--- config.mk ---
export PLATFORM = sky130hd
export DESIGN_NAME = irrigation_scheduler_multizone
export DESIGN_NICKNAME = d
export VERILOG_FILES = /design/src/rtl/irrigation_scheduler_multizone.sv
export SDC_FILE = /design/constraint.sdc
export NUM_CORES = 1
export LEC_CHECK = 0
export CORE_MARGIN = 2
export CORE_UTILIZATION = 25
export DETAILED_ROUTE_END_ITERATION = 8
export PLACE_DENSITY = 0.46
export RECOVER_POWER = 25
export SLEW_MARGIN = 5
export SYNTH_ARGS = -nofsm -noshare
export SYNTH_HDL_FRONTEND = slang
export SYNTH_SLANG_ARGS = --single-unit
--- constraint.sdc ---
create_clock -name clk -period 2.1 [get_ports clk]
set_input_delay 0.525 -clock clk [delete_from_list [all_inputs] [get_ports clk]]
set_output_delay 0.525 -clock clk [all_outputs]
set_load 0.005 [all_outputs]
--- src/rtl/irrigation_scheduler_multizone.sv ---
// Debounced tank/soil/climate sensing, round-robin zone irrigation and a 4-digit scanned status display.
// Filtered inputs lag raw by DEBOUNCE_CYCLES edges; every output is registered one edge after its cause.
module irrigation_scheduler_multizone #(
  parameter int ZONES           = 4,
  parameter int DEBOUNCE_CYCLES = 4,
  parameter int SPRINKLE_CYCLES = 16,
  parameter int DRIP_CYCLES     = 32,
  parameter int SCAN_DIV        = 8
) (
  input  logic             clk,
  input  logic             rst_n,
  input  logic             high,
  input  logic             middle,
  input  logic             low,
  input  logic [ZONES-1:0] umidadeDoSolo,
  input  logic             umidadeDoAr,
  input  logic             temperatura,
  input  logic             seletor,
  output logic             erro,
  output logic             saidaDoAlarme,
  output logic             ValvulaDeEntrada,
  output logic [ZONES-1:0] ValvulaDeAspersao,
  output logic [ZONES-1:0] ValvulaDeGotejamento,
  output logic [6:0]       segments,
  output logic [3:0]       digits
);

  localparam int NIN  = ZONES + 5;
  localparam int CW   = $clog2(DEBOUNCE_CYCLES + 1);
  localparam int TMAX = (SPRINKLE_CYCLES > DRIP_CYCLES) ? SPRINKLE_CYCLES : DRIP_CYCLES;
  localparam int TW   = $clog2(TMAX + 1);
  localparam int PW   = (ZONES > 1) ? $clog2(ZONES) : 1;
  localparam int SW   = $clog2(SCAN_DIV + 1);

  localparam logic [CW-1:0] DB_LAST    = CW'(DEBOUNCE_CYCLES - 1);
  localparam logic [TW-1:0] T_SPRINKLE = TW'(SPRINKLE_CYCLES);
  localparam logic [TW-1:0] T_DRIP     = TW'(DRIP_CYCLES);
  localparam logic [PW-1:0] PTR_LAST   = PW'(ZONES - 1);
  localparam logic [SW-1:0] SCAN_LAST  = SW'(SCAN_DIV - 1);

  localparam logic [3:0] C_E     = 4'd10;
  localparam logic [3:0] C_A     = 4'd11;
  localparam logic [3:0] C_G     = 4'd12;
  localparam logic [3:0] C_BLANK = 4'd15;

  typedef enum logic [1:0] {IDLE, RUN, GAP} state_t;

  logic [NIN-1:0]         raw, filt_q, filt_d;
  logic [NIN-1:0][CW-1:0] cnt_q, cnt_d;
  logic                   erro_q, alarm_q, inlet_q, inlet_d;
  state_t                 state_q, state_d;
  logic [PW-1:0]          ptr_q, ptr_d, ptr_next;
  logic [TW-1:0]          timer_q, timer_d;
  logic                   mode_q, mode_d, mode_now;
  logic [ZONES-1:0]       asp_q, asp_d, got_q, got_d, onehot;
  logic [SW-1:0]          scan_q, scan_d;
  logic [1:0]             pos_q, pos_d;
  logic [6:0]             seg_q, seg_d;
  logic [3:0]             dig_q, dig_d, code;
  logic                   high_f, middle_f, low_f, air_f, temp_f, erro_c, alarm_c;
  logic [ZONES-1:0]       soil_f;
  logic [1:0]             level;

  function automatic logic [6:0] glyph(input logic [3:0] c);
    case (c)
      4'd0:    glyph = 7'h7E;
      4'd1:    glyph = 7'h30;
      4'd2:    glyph = 7'h6D;
      4'd3:    glyph = 7'h79;
      4'd4:    glyph = 7'h33;
      4'd5:    glyph = 7'h5B;
      4'd6:    glyph = 7'h5F;
      4'd7:    glyph = 7'h70;
      4'd8:    glyph = 7'h7F;
      4'd9:    glyph = 7'h7B;
      C_E:     glyph = 7'h4F;
      C_A:     glyph = 7'h77;
      C_G:     glyph = 7'h5E;
      default: glyph = 7'h00;
    endcase
  endfunction

  assign raw      = {temperatura, umidadeDoAr, umidadeDoSolo, low, middle, high};
  assign high_f   = filt_q[0];
  assign middle_f = filt_q[1];
  assign low_f    = filt_q[2];
  assign soil_f   = filt_q[3 +: ZONES];
  assign air_f    = filt_q[ZONES+3];
  assign temp_f   = filt_q[ZONES+4];

  // A filtered bit only flips on the edge that completes a full run of disagreement.
  always_comb begin
    filt_d = filt_q;
    cnt_d  = cnt_q;
    for (int i = 0; i < NIN; i++) begin
      if (raw[i] == filt_q[i]) begin
        cnt_d[i] = '0;
      end else if (cnt_q[i] == DB_LAST) begin
        filt_d[i] = raw[i];
        cnt_d[i]  = '0;
      end else begin
        cnt_d[i] = cnt_q[i] + 1'b1;
      end
    end
  end

  always_comb begin
    erro_c  = (high_f & ~middle_f) | (middle_f & ~low_f);
    alarm_c = erro_c | ~low_f;
    level   = high_f ? 2'd3 : middle_f ? 2'd2 : low_f ? 2'd1 : 2'd0;
    inlet_d = inlet_q;
    if (high_f | erro_c)
      inlet_d = 1'b0;
    else if (~middle_f)
      inlet_d = 1'b1;
  end

  always_comb begin
    onehot         = '0;
    onehot[ptr_q]  = 1'b1;
    ptr_next       = (ptr_q == PTR_LAST) ? '0 : ptr_q + 1'b1;
    mode_now       = temp_f | ~air_f | ~middle_f;
    state_d        = state_q;
    ptr_d          = ptr_q;
    timer_d        = timer_q;
    mode_d         = mode_q;
    asp_d          = asp_q;
    got_d          = got_q;
    case (state_q)
      IDLE: begin
        if (~alarm_q & soil_f[ptr_q]) begin
          state_d = RUN;
          mode_d  = mode_now;
          timer_d = mode_now ? T_DRIP : T_SPRINKLE;
          asp_d   = mode_now ? '0 : onehot;
          got_d   = mode_now ? onehot : '0;
        end else begin
          ptr_d = ptr_next;
        end
      end
      RUN: begin
        // Alarm and expiry share one exit, so a coincident pair still yields a single GAP.
        if (alarm_q || timer_q == TW'(1)) begin
          state_d = GAP;
          asp_d   = '0;
          got_d   = '0;
        end else begin
          timer_d = timer_q - 1'b1;
        end
      end
      GAP: begin
        state_d = IDLE;
        ptr_d   = ptr_next;
        asp_d   = '0;
        got_d   = '0;
      end
      default: begin
        state_d = IDLE;
        asp_d   = '0;
        got_d   = '0;
      end
    endcase
  end

  // Segment data is chosen for the position being enabled on this edge so digits and segments stay aligned.
  always_comb begin
    scan_d = (scan_q == SCAN_LAST) ? '0 : scan_q + 1'b1;
    pos_d  = (scan_q == SCAN_LAST) ? pos_q + 2'd1 : pos_q;
    code   = C_BLANK;
    if (!seletor) begin
      if (pos_d == 2'd0)
        code = erro_c ? C_E : {2'b00, level};
    end else begin
      if (pos_d == 2'd0)
        code = (state_q == RUN) ? 4'(ptr_q) + 4'd1 : 4'd0;
      else if (pos_d == 2'd1 && state_q == RUN)
        code = mode_q ? C_G : C_A;
    end
    seg_d = ~glyph(code);
    dig_d = ~(4'b0001 << pos_d);
  end

  always_ff @(posedge clk or negedge rst_n) begin
    if (!rst_n) begin
      filt_q  <= '0;
      cnt_q   <= '0;
      erro_q  <= 1'b0;
      alarm_q <= 1'b1;
      inlet_q <= 1'b0;
      state_q <= IDLE;
      ptr_q   <= '0;
      timer_q <= '0;
      mode_q  <= 1'b0;
      asp_q   <= '0;
      got_q   <= '0;
      scan_q  <= '0;
      pos_q   <= 2'd0;
      seg_q   <= ~7'h7E;
      dig_q   <= 4'b1110;
    end else begin
      filt_q  <= filt_d;
      cnt_q   <= cnt_d;
      erro_q  <= erro_c;
      alarm_q <= alarm_c;
      inlet_q <= inlet_d;
      state_q <= state_d;
      ptr_q   <= ptr_d;
      timer_q <= timer_d;
      mode_q  <= mode_d;
      asp_q   <= asp_d;
      got_q   <= got_d;
      scan_q  <= scan_d;
      pos_q   <= pos_d;
      seg_q   <= seg_d;
      dig_q   <= dig_d;
    end
  end

  assign erro                 = erro_q;
  assign saidaDoAlarme        = alarm_q;
  assign ValvulaDeEntrada     = inlet_q;
  assign ValvulaDeAspersao    = asp_q;
  assign ValvulaDeGotejamento = got_q;
  assign segments             = seg_q;
  assign digits               = dig_q;

endmodule

# Word-level counts from Yosys, hierarchy flattened
# Memory sizes are Yosys's and may differ from the RTL's.
# Cells that the tools add are included.
[word_totals]
ff_bits = 75
mem_bits_ro = 112
input_bits = 12
output_inout_bits = 22
wordCells = 174
memories = 1
[memory_table]
columns = ["memory", "depth", "width", "rd", "rd_ports_with_merged_regs", "write_ports", "line_no", "text"]
rows = [
  ["(name not given)", 16, 7, 1, 0, 0, "65", "case (c)"],
]
[op_classes]
add_sub_neg = 14
magnitude_cmp = 2
n_eq_ne = 29
shifts = 1
mux = 53
n_bitwise = 23
n_reduce_logical = 20
[op_table]
columns = ["cell", "count"]
rows = [
  ["$mux W3", 21],
  ["$mux W4", 10],
  ["$add A3 B1 Y3 const B", 9],
  ["$eq A3 B2 Y1 const B", 9],
  ["$reduce_and A2 Y1", 12],
  ["$mux W6", 3],
  ["$pmux W4 S2", 2],
  ["$mux W2", 7],
  ["$not A1 Y1", 13],
  ["$pmux W6 S2", 1],
  ["$eq A1 B1 Y1", 9],
  ["$ne A2 B2 Y1 const B", 4],
  ["$pmux W2 S2", 2],
  ["$not A7 Y7", 1],
  ["$eq A6 B1 Y1 const B", 1],
  ["$sub A6 B1 Y6 const B", 1],
  ["$mux W1", 5],
  ["$or A1 B1 Y1", 5],
  ["$add A2 B1 Y2 const B", 2],
  ["$add A4 B1 Y4 const B", 1],
  ["$eq A2 B1 Y1 const B", 2],
  ["$eq A2 B2 Y1 const B", 2],
  ["$eq A4 B3 Y1 const B", 1],
  ["$logic_not A2 Y1", 2],
  ["other kinds (13)", 17],
]

# Longest topological paths before layout
# Gate-level depths: netlist of run 1.
# An unclocked memory read counts as a cell.
[depth]
ltp_word = 9
depth_mapped = 10
depth_no_buf = 10

# Worst setup path before layout of run 1
# OpenSTA, ideal clock, no wires.
[synth_timing]
kind = "register to register"
start = "register scan_q[0]"
end = "register seg_q[3], in the netlist segments[3]"
setup_time_ps = 126
t_arrival_ps = 2110
t_required_ps = 1974
setup_slack_ps = -136
stages_incl_launch_ff = 10
path_buffers = 0
synth_period_minus_slack_ps = 2236
path_cell_list = "dfrtp_1 > ha_1 > and4b_1 > a22o_1 > inv_1 > o21ai_0 > inv_1 > ha_1 > mux2i_1 > mux2i_1"
[synth_via]
elab_chain_cells = 9
word_cells_on_any_way = 11
classes_between = "2 x eq/ne; 5 x mux; 1 x bitwise; 2 x reduce/logical; 1 x memory"
[synth_lines]
columns = ["element", "line_no", "text"]
rows = [
  ["from (decl)", "56", "logic [SW-1:0] scan_q, scan_d;"],
  ["from (signal assigned)", "212", "scan_q <= scan_d;"],
  ["$eq A4 B3 Y1 *", "168", "pos_d = (scan_q == SCAN_LAST) ? pos_q + 2'd1 : pos_q;"],
  ["$mux W2 *", "168", ""],
  ["$eq A2 B1 Y1", "176", "else if (pos_d == 2'd1 && state_q == RUN)"],
  ["$logic_and A1 B1 Y1", "176", ""],
  ["$mux W3", "176", ""],
  ["$mux W4", "174", "if (pos_d == 2'd0)"],
  ["$mux W4 *", "170", "if (!seletor) begin"],
  ["$mem_v2 Z16 W7 *", "--", ""],
  ["$not A7 Y7 *", "179", "seg_d = ~glyph(code);"],
  ["via seg_d[3]", "58", "logic [6:0] seg_q, seg_d;"],
  ["to (signal assigned)", "198", "seg_q <= ~7'h7E;"],
  ["to (signal assigned)", "214", "seg_q <= seg_d;"],
  ["to (decl)", "58", ""],
]
# The timed path passes the listed nets; every way through them passes the cells marked *.
# A chain may end at the register's enable or synchronous reset.

# Worst setup path after layout of run 1
[layout_timing]
start = "register alarm_q, in the netlist saidaDoAlarme"
end = "output saidaDoAlarme"
[layout_lines]
columns = ["element", "line_no", "text"]
rows = [
  ["from (decl)", "50", "logic erro_q, alarm_q, inlet_q, inlet_d;"],
  ["from (signal assigned)", "204", "alarm_q <= alarm_c;"],
  ["to (decl)", "20", "output logic saidaDoAlarme,"],
]
# No word-level cell between the ends.

==> results of run 1 <==
-- registers in the layout (all words and copies together), names as in the netlist --
signal / count
ValvulaDeAspersao: 4
ValvulaDeEntrada: 1
ValvulaDeGotejamento: 4
cnt_q: 27
digits: 4
erro: 1
filt_q: 9
mode_q: 1
pos_q: 2
ptr_q: 2
saidaDoAlarme: 1
scan_q: 4
segments: 7
state_q: 2
timer_q: 6
-- synthesized netlist by cell type, drive strengths merged, types with 2 or more instances --
cell type | instances | area share, %
mux2 | 8 | 2.7
a221oi | 2 | 1.2
or3 | 2 | 0.37
o21ai | 13 | 1.9
xor2 | 4 | 1.0
and2 | 4 | 0.81
mux2i | 5 | 1.5
ha | 22 | 8.1
nor3 | 12 | 1.8
a22o | 11 | 2.8
buf | 3 | 0.52
nand2b | 8 | 1.5
nand3b | 3 | 0.67
dfrtp | 70 | 52
inv | 13 | 1.4
nor3b | 17 | 3.8
nand2 | 8 | 0.89
a21oi | 5 | 1.1
o211ai | 2 | 0.44
nor2b | 8 | 1.5
and3b | 4 | 1.0
dfstp | 5 | 3.9
nor2 | 14 | 1.6
xnor2 | 11 | 3.1
nand3 | 6 | 0.89
clkbuf | 2 | 0.22
o21a | 2 | 0.44
-- layer usage --
| layer | vias to the layer above | part of all wire [%] | GRT usage [%] |
|---|---|---|---|
| met2 | 28 | 48 | 16.6 |
| met4 | 0 | 1.6 | 4.80 |
| met3 | 7 | 3.8 | 3.11 |
| met5 | - | 0 | 0 |
| met1 | 1095 | 46 | 12.9 |
| li1 | 1101 | - | - |
-- path summary, 6_finish.rpt --
kind / startpoint / end / slack [ns] / depth (start not counted)
max: saidaDoAlarme / saidaDoAlarme / 0.12 / 1
max in group asynchronous: rst_n / timer_q[1] / 0.56 / 2
min reg2reg: cnt_q[12] / cnt_q[12] / 0.44 / 1
max reg2reg: scan_q[0] / segments[1] / 0.14 / 9
min in group clk: cnt_q[12] / cnt_q[12] / 0.44 / 1
min: rst_n / cnt_q[15] / 0.31 / 1
-- final cells by class --
class / instances / area [µm²] / area share (%)
sequential: 75 / 1880 / 42.5
tap: 176 / 220 / 4.97
inverter: 13 / 48.8 / 1.10
multi-input combinational: 183 / 1450 / 32.8
clock buffer: 12 / 256 / 5.79
clock inverter: 4 / 72.6 / 1.64
timing repair buffer: 56 / 495 / 11.2
-- through the flow --
stage | power [mW] | cells | setup WS [ns] | hold slack [ns]
after floorplan | 3.16 | 276 | 0.0506 | 0.229
after global placement | 3.68 | 502 | -0.260 | 0.425
after detailed placement | 3.72 | 502 | -0.334 | 0.439
after CTS | 5.43 | 518 | 0.0120 | 0.169
after global routing | 5.77 | 519 | -0.0232 | 0.390
final | 5.35 | 519 | 0.123 | 0.312
-- cells by family (layout without fill, tap and decap cells) --
logic type,after synthesis,after routing,share of synthesized area (%)
adder cells (fa/ha/maj),22,22,8.14
flip-flops,75,75,55.7
AND/OR/NAND/NOR,90,90,15.6
XOR/XNOR,15,15,4.10
AO/OA/AOI/OAI,42,42,9.50
multiplexers,14,14,4.81
buffers and inverters,18,85,2.18
-- report_power, final --
group / leakage (nW) / switching, mW / internal, mW
registers: 0.926 / 0.306 / 1.83
clock network: 0.159 / 0.570 / 1.10
logic: 0.893 / 0.771 / 0.765
-- repair_timing --
item,CTS,global route
gates resized for setup,2,9
setup buffers,0,1
endpoints found under the setup margin,5,7
endpoints found under the hold margin,0,0
pin swaps,0,4
==> reports/metrics.csv, run 1 <==
metric,value,unit
outcome,"finished, final reports clean",
CTS tree,built,
WL per Instance,12.6,µm
WP data required,1.57,ns
clock root cell,clkbuf_16,
clock skew,0.00769,ns
first-pass GRT wire length,11800,µm
ANT cells,0,
die span in y,120,µm
via count,2231,
cell area power density,1210,nW/µm²
Final TNS setup,0,ns
vias per std cell,4.30,
antenna violations before repair,0,
most frequent cells in the layout,"dfrtp_1 (70), clkdlybuf4s50_1 (32), buf_4 (22), ha_1 (20), nor3b_1 (17)",
1st-iter DRT viols,69,
Max-Cap Viols,0,
GRT Util Overall,10.4,%
Pre-antenna DRT Iters,4,
leakage,1.98,nW
WP buf/inv,1,
Fill cells,1350,
Async SR Flop Fraction,100,%
total CTS buffers,9,
largest net degree at the start of global routing,36,
setup violators final,0,
final antenna-violating net count,0,
clock-pin transition on the worst setup and hold timing paths,0.06,ns
half-perimeter wire length after placement,4880,µm
Area after DPL,4080,µm²
Post-Syn Instances,276,
Slew Limit Fails,0,
synthesized area,3380,µm²
Worst path max stage delay,0.60,ns
Worst VDD drop,394,µV
initial core utilization,25.5,%
Hold Crit Class,in -> async,
Worst Setup Start Kind,register,
area added between synthesis and finish,31.0,%
GRT Residual Overflow,0,
share of cells above drive strength 1,19.2,%
Max Fclk,0.506,GHz
vias in the first global route,2423,
"Max FO, Critical Path",6,
sequential area share after synthesis,55.7,%
H-tree lvl count,3,
Post-Route WL,6550,µm
"Core Util, Final",33.5,%
Final min period,1.98,ns
Worst Tran Pin Value,0.890,ns
Die W,120,µm
RePlAce Congestion,0.756,
Avg Inst Size Synth,12.3,µm²
CP max stage cell,dfstp_2,
Slew HR,40.7,%
flop and latch count out of synthesis,75,
row count,42,
Worst EP arrival,1.45,ns
drt drc,0,
"most common cell after layout, fill and taps aside",dfrtp_1,
number of synthesized flops with an enable pin,0,
"Design Area, Final",4430,µm²
post-synthesis cell type count,45,
sequence of cells on the critical path,clkdlybuf4s50_1,
Die ar.,14500,µm²
worst skew pair latency,0.33,ns
Top delay family on crit path,flip-flops,
cts hold-fix bufs,0,
main flop type after synthesis,dfrtp_1,
Final Hold Viols,0,
CP endpoint kind,primary output,
Synth Warn #,0,
clock tree buffer depth,2,
kind of critical path,reg -> out,
"Net Count, Synth",310,
I/O pins,34,
final cycle utilization of the critical path,94.1,%
# nets final,372,
port bufs,33,
core area,13200,µm²
clock sinks,75,
(Power assumes the default switching activity.)
==> inputs of run 2 (changes only) <==
--- a/config.mk
+++ b/config.mk
@@ -15,2 +15,3 @@
 export SYNTH_HDL_FRONTEND = slang
 export SYNTH_SLANG_ARGS = --single-unit
+export TNS_END_PERCENT = 10
==> constraint.sdc (replaced) <==
create_clock -name clk -period 2.1 [get_ports clk]
set_input_delay 0.42 -clock clk [delete_from_list [all_inputs] [get_ports clk]]
set_output_delay 0.42 -clock clk [all_outputs]
set_load 0.005 [all_outputs]
==> reports/metrics.csv, run 2 (synthesis gave the netlist of run 1 again) <==
metric,value,unit
outcome,"finished, final reports clean",
half-perimeter wire length after placement,4860,µm
leakage,1.99,nW
clock sinks,75,
Die ar.,14500,µm²
kind of critical path,reg -> reg,
clock root cell,clkbuf_16,
Final TNS setup,0,ns
worst skew pair latency,0.34,ns
core area,13200,µm²
first-pass GRT wire length,11500,µm
Largest register FFs,27,
Max-Cap Viols,0,
largest net degree at the start of global routing,38,
"most common cell after layout, fill and taps aside",dfrtp_1,
Worst Setup Start Kind,register,
area added between synthesis and finish,32.1,%
die span in y,120,µm
Die W,120,µm
total CTS buffers,9,
clock-pin transition on the worst setup and hold timing paths,0.06,ns
Worst Tran Pin Value,1.13,ns
Max Fclk,0.506,GHz
Clock power frac,29.2,%
Place WS,-0.276,ns
final antenna-violating net count,0,
GRT Residual Overflow,0,
Fill cells,1368,
port bufs,33,
cell area power density,1160,nW/µm²
vias in the first global route,2391,
switching portion of total power,32.3,%
Comb power frac,29.7,%
# nets final,376,
row count,42,
drt drc,0,
CP max stage cell,dfrtp_1,
"Max FO, Critical Path",7,
Sw Pwr,1.67,mW
via count,2257,
Top delay family on crit path,buffers and inverters,
setup violators final,0,
RePlAce Congestion,0.769,
most frequent cells in the layout,"dfrtp_1 (70), clkdlybuf4s50_1 (24), buf_4 (22), ha_1 (20), nor3b_1 (17)",
Final Hold Viols,0,
Final WS setup,0.122,ns
WP buf/inv,3,
Hold Path Depth,1,
final cycle utilization of the critical path,94.2,%
vias per std cell,4.32,
H-tree lvl count,3,
Int Pwr,3.51,mW
Pre-antenna DRT Iters,4,
antenna violations before repair,0,
ANT cells,0,
Worst path depth,9,
Worst path max stage delay,0.35,ns
Slew Limit Fails,0,
Worst EP arrival,2.20,ns
Worst VDD drop,359,µV
"Core Util, Final",33.8,%
power share of the sequential group,41.1,%
Slew HR,24.9,%
WP data required,2.32,ns
sequence of cells on the critical path,ha_2 > nand3b_1 > buf_6 > xnor2_4 > buf_4 > a22o_4 > buf_4 > xnor2_1 > a22o_1,
CP endpoint kind,register,
Critical Path Most Common Cell,buf_4,
Post-Route WL,6500,µm
1st-iter DRT viols,55,
CTS tree,built,
clock skew,0.00859,ns
R2R depth,9,
Final min period,1.98,ns
WL per Instance,12.4,µm
I/O pins,34,
largest register by flop count,cnt_q,
share of cells above drive strength 1,20.5,%
GRT Util Overall,10.2,%
Hold Crit Class,reg -> reg,
clock tree buffer depth,2,
initial core utilization,25.5,%
[run 2: power by group through the flow]
stage                     logic (mW)  clock network (mW)  registers, mW
final                           1.54                1.51           2.13
after global routing            1.75                1.64           2.19
after floorplan                 1.09                   0           2.07
after global placement          1.53                   0           2.15
after detailed placement        1.57                   0           2.16
after CTS                       1.59                1.57           2.13
[run 2: routing by layer]
layer / vias up / track usage, % / share of wire (%)
met2: 25 / 15.8 / 47
met4: 0 / 5.23 / 2.2
met3: 10 / 3.16 / 3.1
met1: 1117 / 12.8 / 47
li1: 1105 / - / -
met5: - / 0 / 0
[run 2: per-stage QoR]
stage	hold slack (ns)	instance area, µm²	std cells	power [mW]
finish	0.432	4470	523	5.18
global route	0.452	4470	523	5.58
CTS	0.439	4390	519	5.29
detailed placement	0.328	4080	502	3.72
global placement	0.326	4080	502	3.68
floorplan	0.124	3380	276	3.16
[run 2: final timing paths]
check | to | startpoint | slack (ns)
setup / recovery | segments[1] | scan_q[1] | 0.12
hold / removal | cnt_q[15] | cnt_q[15] | 0.43
setup reg to reg | segments[1] | scan_q[1] | 0.12
hold reg to reg | cnt_q[15] | cnt_q[15] | 0.43
max in group asynchronous | digits[1] | rst_n | 0.33
min in group asynchronous | ValvulaDeGotejamento[2] | rst_n | 0.82
[run 2: cell type report]
cell class / count / area [µm²] / area share, %
well taps: 176 / 220 / 4.93
clock buffers: 9 / 225 / 5.04
inverters: 13 / 48.8 / 1.09
flip-flops and latches: 75 / 1880 / 42.1
clock inverters: 7 / 68.8 / 1.54
repair buffers: 60 / 529 / 11.8
multi-input cells: 183 / 1500 / 33.4
[run 2: repair_timing]
action	in CTS	in global routing
resized for setup	2	15
endpoints found under the setup margin	2	7
pin swaps	0	2
hold buffers	1	0
endpoints found under the hold margin	18	0
gates cloned	0	0
buffers inserted	0	4
==> inputs of run 3 (changes only) <==
- ABC_AREA: default -> 1
==> reports/metrics.csv, run 3 <==
metric,value,unit
sequential area share after synthesis,54.1,%
Fill cells,1389,
switching portion of total power,32.0,%
via count,2414,
Worst Tran Pin Value,0.317,ns
share of cells above drive strength 1,19.2,%
WL per Instance,11.3,µm
RSZ-0062 raised after global routing,yes,
Sw Pwr,1.75,mW
WP data required,2.37,ns
antenna violations before repair,0,
CP endpoint kind,register,
Async SR Flop Fraction,100,%
Pre-antenna DRT Iters,4,
Post-Route WL,6670,µm
Die W,122,µm
half-perimeter wire length after placement,4750,µm
Slew Limit Fails,0,
GRT Residual Overflow,0,
vias per std cell,4.08,
post-synthesis cell type count,31,
initial core utilization,25.4,%
Die ar.,14900,µm²
die span in y,122,µm
"most common cell after layout, fill and taps aside",nand2_1,
1st-iter DRT viols,94,
Worst VDD drop,434,µV
ANT cells,0,
Comb power frac,29.8,%
Final min period,2.00,ns
GRT Util Overall,9.88,%
setup violators final,0,
GRT met3 Usage,3.14,%
largest net degree at the start of global routing,56,
largest register by flop count,cnt_q,
clock sinks,75,
Hold Slack,0.439,ns
core area,13700,µm²
final antenna-violating net count,0,
cell area power density,1200,nW/µm²
worst skew pair latency,0.33,ns
RePlAce Congestion,0.801,
clock-pin transition on the worst setup and hold timing paths,0.06,ns
clock skew,0.00495,ns
routing usage on met1,12.4,%
synthesized area,3480,µm²
row count,43,
leakage,2.07,nW
drt drc,0,
"Net Count, Synth",385,
Max-Cap Viols,0,
power share of the sequential group,38.6,%
CTS tree,built,
Avg Inst Size Synth,9.92,µm²
Final Hold Viols,0,
clock root cell,clkbuf_16,
"Max FO, Critical Path",4,
Synth Warn #,0,
Clock power frac,31.6,%
Commonest cells post-synth,"nand2_1 (77), dfrtp_1 (70), inv_1 (33)",
H-tree lvl count,3,
Worst EP arrival,2.26,ns
Final TNS setup,0,ns
total CTS buffers,9,
flop and latch count out of synthesis,75,
# nets final,441,
outcome,"finished, final reports clean",
Worst Setup Start Kind,register,
Int Pwr,3.71,mW
clock tree buffer depth,2,
main flop type after synthesis,dfrtp_1,
Slew HR,78.7,%
Hold Crit Class,reg -> reg,
GRT Max-Usage Layer,met2,
kind of critical path,reg -> reg,
GR Util met2,15.8,%
main area contributors after synthesis,"dfrtp_1 (50%), nand2_1 (8.3%), ha_1 (7.9%), dfstp_2 (3.8%), inv_1 (3.6%)",
number of synthesized flops with an enable pin,0,
first-pass GRT wire length,11500,µm
I/O pins,34,
area added between synthesis and finish,31.0,%
port bufs,33,
Post-Syn Instances,351,
Yosys top cell area share,50.3,%
Largest register FFs,27,
cell with the most instances after synthesis,nand2_1,
vias in the first global route,2506,
cell taking the most area after synthesis,dfrtp_1,
most frequent cells in the layout,"nand2_1 (73), dfrtp_1 (70), inv_1 (32), clkdlybuf4s50_1 (32), nor2_1 (27)",
Max Fclk,0.501,GHz
final cycle utilization of the critical path,95.1,%
-- run 3: cell count changes after synthesis, moves of 4 or more --
cell / change
a22o_1: -11
and3b_1: -4
inv_1: +20
inv_2: +6
mux2i_1: -5
nand2_1: +69
nand2_2: +6
nand2b_1: -8
nand3_1: +11
nor2_1: +14
nor2b_1: -8
nor3b_1: -9
-- run 3: power by group through the flow --
stage	clock network (mW)	logic (mW)	registers [mW]
final	1.72	1.63	2.11
after global routing	1.83	1.91	2.17
after CTS	1.78	1.65	2.12
after detailed placement	0	1.63	2.14
after global placement	0	1.60	2.14
after floorplan	0	1.10	2.08
-- run 3: layout make-up --
class	count	area, µm²	share of cell area (%)
Multi-Input combinational cell	234	1520	33.4
Tap cell	180	225	4.94
Clock buffer	9	225	4.94
Timing Repair Buffer	46	440	9.66
Inverter	41	159	3.49
Clock inverter	6	105	2.31
Sequential cell	75	1880	41.3
-- run 3: repair_timing --
item	4_1_cts	5_1_grt
hold endpoints to repair	16	0
hold buffers	1	0
resized for setup	2	16
endpoints found under the setup margin	3	7
pin swaps	0	5
setup buffers	0	2
-- run 3: path summary, 6_finish.rpt --
kind                            from            end  slack, ns  depth (start not counted)
max in group asynchronous      rst_n  saidaDoAlarme       0.96                          3
hold reg to reg             cnt_q[6]       cnt_q[6]       0.44                          1
hold / removal              cnt_q[6]       cnt_q[6]       0.44                          1
setup / recovery           scan_q[0]    segments[0]       0.10                         16
setup reg to reg           scan_q[0]    segments[0]       0.10                         16
min in group asynchronous      rst_n      scan_q[1]       0.52                          2
-- run 3: metal layers --
| layer | up-vias | part of all wire (%) |
|---|---|---|
| li1 | 1248 | - |
| met1 | 1123 | 48 |
| met2 | 33 | 46 |
| met3 | 10 | 4.0 |
| met4 | 0 | 1.9 |
| met5 | - | 0 |
-- run 3: logic make-up after synthesis --
| kind of cell | after synthesis | share of synthesized area, % |
|---|---|---|
| buffers and inverters | 42 | 4.67 |
| AOI/OAI and AO/OA | 32 | 5.86 |
| xor gates and xnor gates | 12 | 3.02 |
| and+or+nand+nor | 160 | 21.9 |
| adders and majority gates | 22 | 7.91 |
| DFF | 75 | 54.1 |
| muxes | 8 | 2.59 |
-- run 3: worst max-delay path, cell delays in order (launching register included) --
cell	delay [ns]
dfrtp_1	0.41
ha_4	0.18
nand2_2	0.11
inv_2	0.07
nand2_4	0.09
nand3_4	0.10
nor2_4	0.10
nand2_2	0.08
nand3_1	0.09
nand2_2	0.11
ha_1	0.22
inv_1	0.06
nand3_1	0.09
nand2_2	0.10
nand2_1	0.05
nand2_1	0.05
inv_1	0.04
-- run 3: metrics by stage --
stage	instance area [µm²]	setup WS, ns	utilization, %	instances	power, mW
global route	4560	-0.0472	33.2	591	5.91
finish	4560	0.103	33.2	591	5.46
detailed placement	4120	-0.0379	30.0	573	3.77
floorplan	3480	0.126	-	351	3.18
global placement	4120	0.0239	30.0	573	3.73
CTS	4460	0.0191	32.5	589	5.55
==> RTL change (settings of run 2) <==
Add an input register stage for `umidadeDoAr`; this delays it by one clock. The other inputs are not delayed to match.
--- a/src/rtl/irrigation_scheduler_multizone.sv
+++ b/src/rtl/irrigation_scheduler_multizone.sv
@@ -45,6 +45,12 @@
 
   typedef enum logic [1:0] {IDLE, RUN, GAP} state_t;
 
+  logic umidadeDoAr_q;
+
+  always_ff @(posedge clk) begin
+    umidadeDoAr_q <= umidadeDoAr;
+  end
+
   logic [NIN-1:0]         raw, filt_q, filt_d;
   logic [NIN-1:0][CW-1:0] cnt_q, cnt_d;
   logic                   erro_q, alarm_q, inlet_q, inlet_d;
@@ -80,7 +86,7 @@
     endcase
   endfunction
 
-  assign raw      = {temperatura, umidadeDoAr, umidadeDoSolo, low, middle, high};
+  assign raw      = {temperatura, umidadeDoAr_q, umidadeDoSolo, low, middle, high};
   assign high_f   = filt_q[0];
   assign middle_f = filt_q[1];
   assign low_f    = filt_q[2];
Behaviour: not the same (Yosys sat finds a counterexample within 10 cycles, from zero or initial values and one cycle with rst_n low).
==> RTL change against run 2 <==
- the flow now finishes with violations (capacitance limit, slew limit, setup timing)
- sequential cell count is 1 higher
- wire length grew 7.6%
- cell area grew 6.4%
- synthesized area up 3.5%
- worst setup slack got worse by 0.29 ns
- power increased by 7.8%
- largest power group unchanged
- highest routed layer unchanged
==> RTL change: results (changes against run 2) <==
status finished with violations; post-synth cell types 58 (+29%); Post-Place Worst Slack -0.464 ns (-0.188 ns); routed wl met2 3070 um (-0.49%); Total GRT Usage 10.5% (+0.29 points); compound-gate portion of the synthesized area 12.3% (+2.8 points); peak fanout along the critical path 4 (-3); relative slew slack -9.96% (-35 points); Seq/Total Area, Yosys 54.4% (-1.3 points); share of cells above drive strength 1 26.0% (+5.6 points); clk_skew 0.00584 ns (-0.00276 ns); largest net degree at the start of global routing 47 (+24%); switch share 30.3% (-2.0 points); final WL 6990 um (+7.6%); synthesized-area fraction occupied by adder cells 7.86% (-0.27 points); # setup viols final 3 (+3); Vias/cell 4.36 (+0.96%); initial antenna violation count 0 (unchanged); most frequent cells after synthesis dfrtp_1, ha_1, nor3b_1, inv_1, nor2_1; Slew Viols, Final 31 (+31); maxcap violations 1 (+1); syn_nets 317 (+2.3%); total setup buffers inserted after CTS 2 (+2); Post-DP HPWL 5210 um (+7.2%); first-pass GRT wire length 12100 um (+5.9%); CP max stage delay 0.41 ns (+0.06 ns); dpl cells 531 (+5.8%); setup ws final -0.168 ns (-0.290 ns); leak pwr 2.11 nW (+6.0%); Clk network pwr share 31.0% (+1.8 points); PostCTS Resize Cnt 5 (+3); syn avg cell area 12.4 sq um (+0.92%); switching pwr 0.00169 W (+1.2%); met2 Resource Use GR 15.8% (-0.039 points); Placer Congestion 0.850 (+11%); Fillers 1367 (-0.073%); WHS 0.439 ns (+0.00692 ns); Top delay family on crit path compound AO/OA/AOI/OAI gates; sequential share of power 38.0% (-3.1 points); dpl cell area 4400 sq um (+7.8%); nets 398 (+5.9%); WL met1 3550 um (+15%); metal3 WL 180 um (-10%); failing checks capacitance limit, slew limit, setup timing; Iter 0 DRT Violations 102 (+85%); mux cell area share after synthesis 3.50% (-1.3 points); Peak VDD IR 0.000458 V (+28%)
## RTL change: worst paths after layout
path / from / to / cells past startpoint
worst max-delay path: scan_q[1]$_DFF_PN0_ / segments[3]$_DFF_PN0_ / 13
worst min-delay path: cnt_q[3]$_DFF_PN0_ / cnt_q[3]$_DFF_PN0_ / 1
worst max register to register: scan_q[1]$_DFF_PN0_ / segments[3]$_DFF_PN0_ / 13
worst min register to register: cnt_q[3]$_DFF_PN0_ / cnt_q[3]$_DFF_PN0_ / 1
max in group asynchronous: rst_n / timer_q[4]$_DFFE_PN0P_ / 2
min in group asynchronous: rst_n / segments[4]$_DFF_PN0_ / 1
## RTL change: cell type report
cell class                      count  area [sq um]  area share (%)
Sequential cell                    76          1900            40.0
Multi-Input combinational cell    191          1600            33.7
Timing Repair Buffer               73           639            13.4
Clock buffer                       11           233            4.89
Tap cell                          180           225            4.74
Clock inverter                      5           100            2.11
Inverter                           13          51.3            1.08
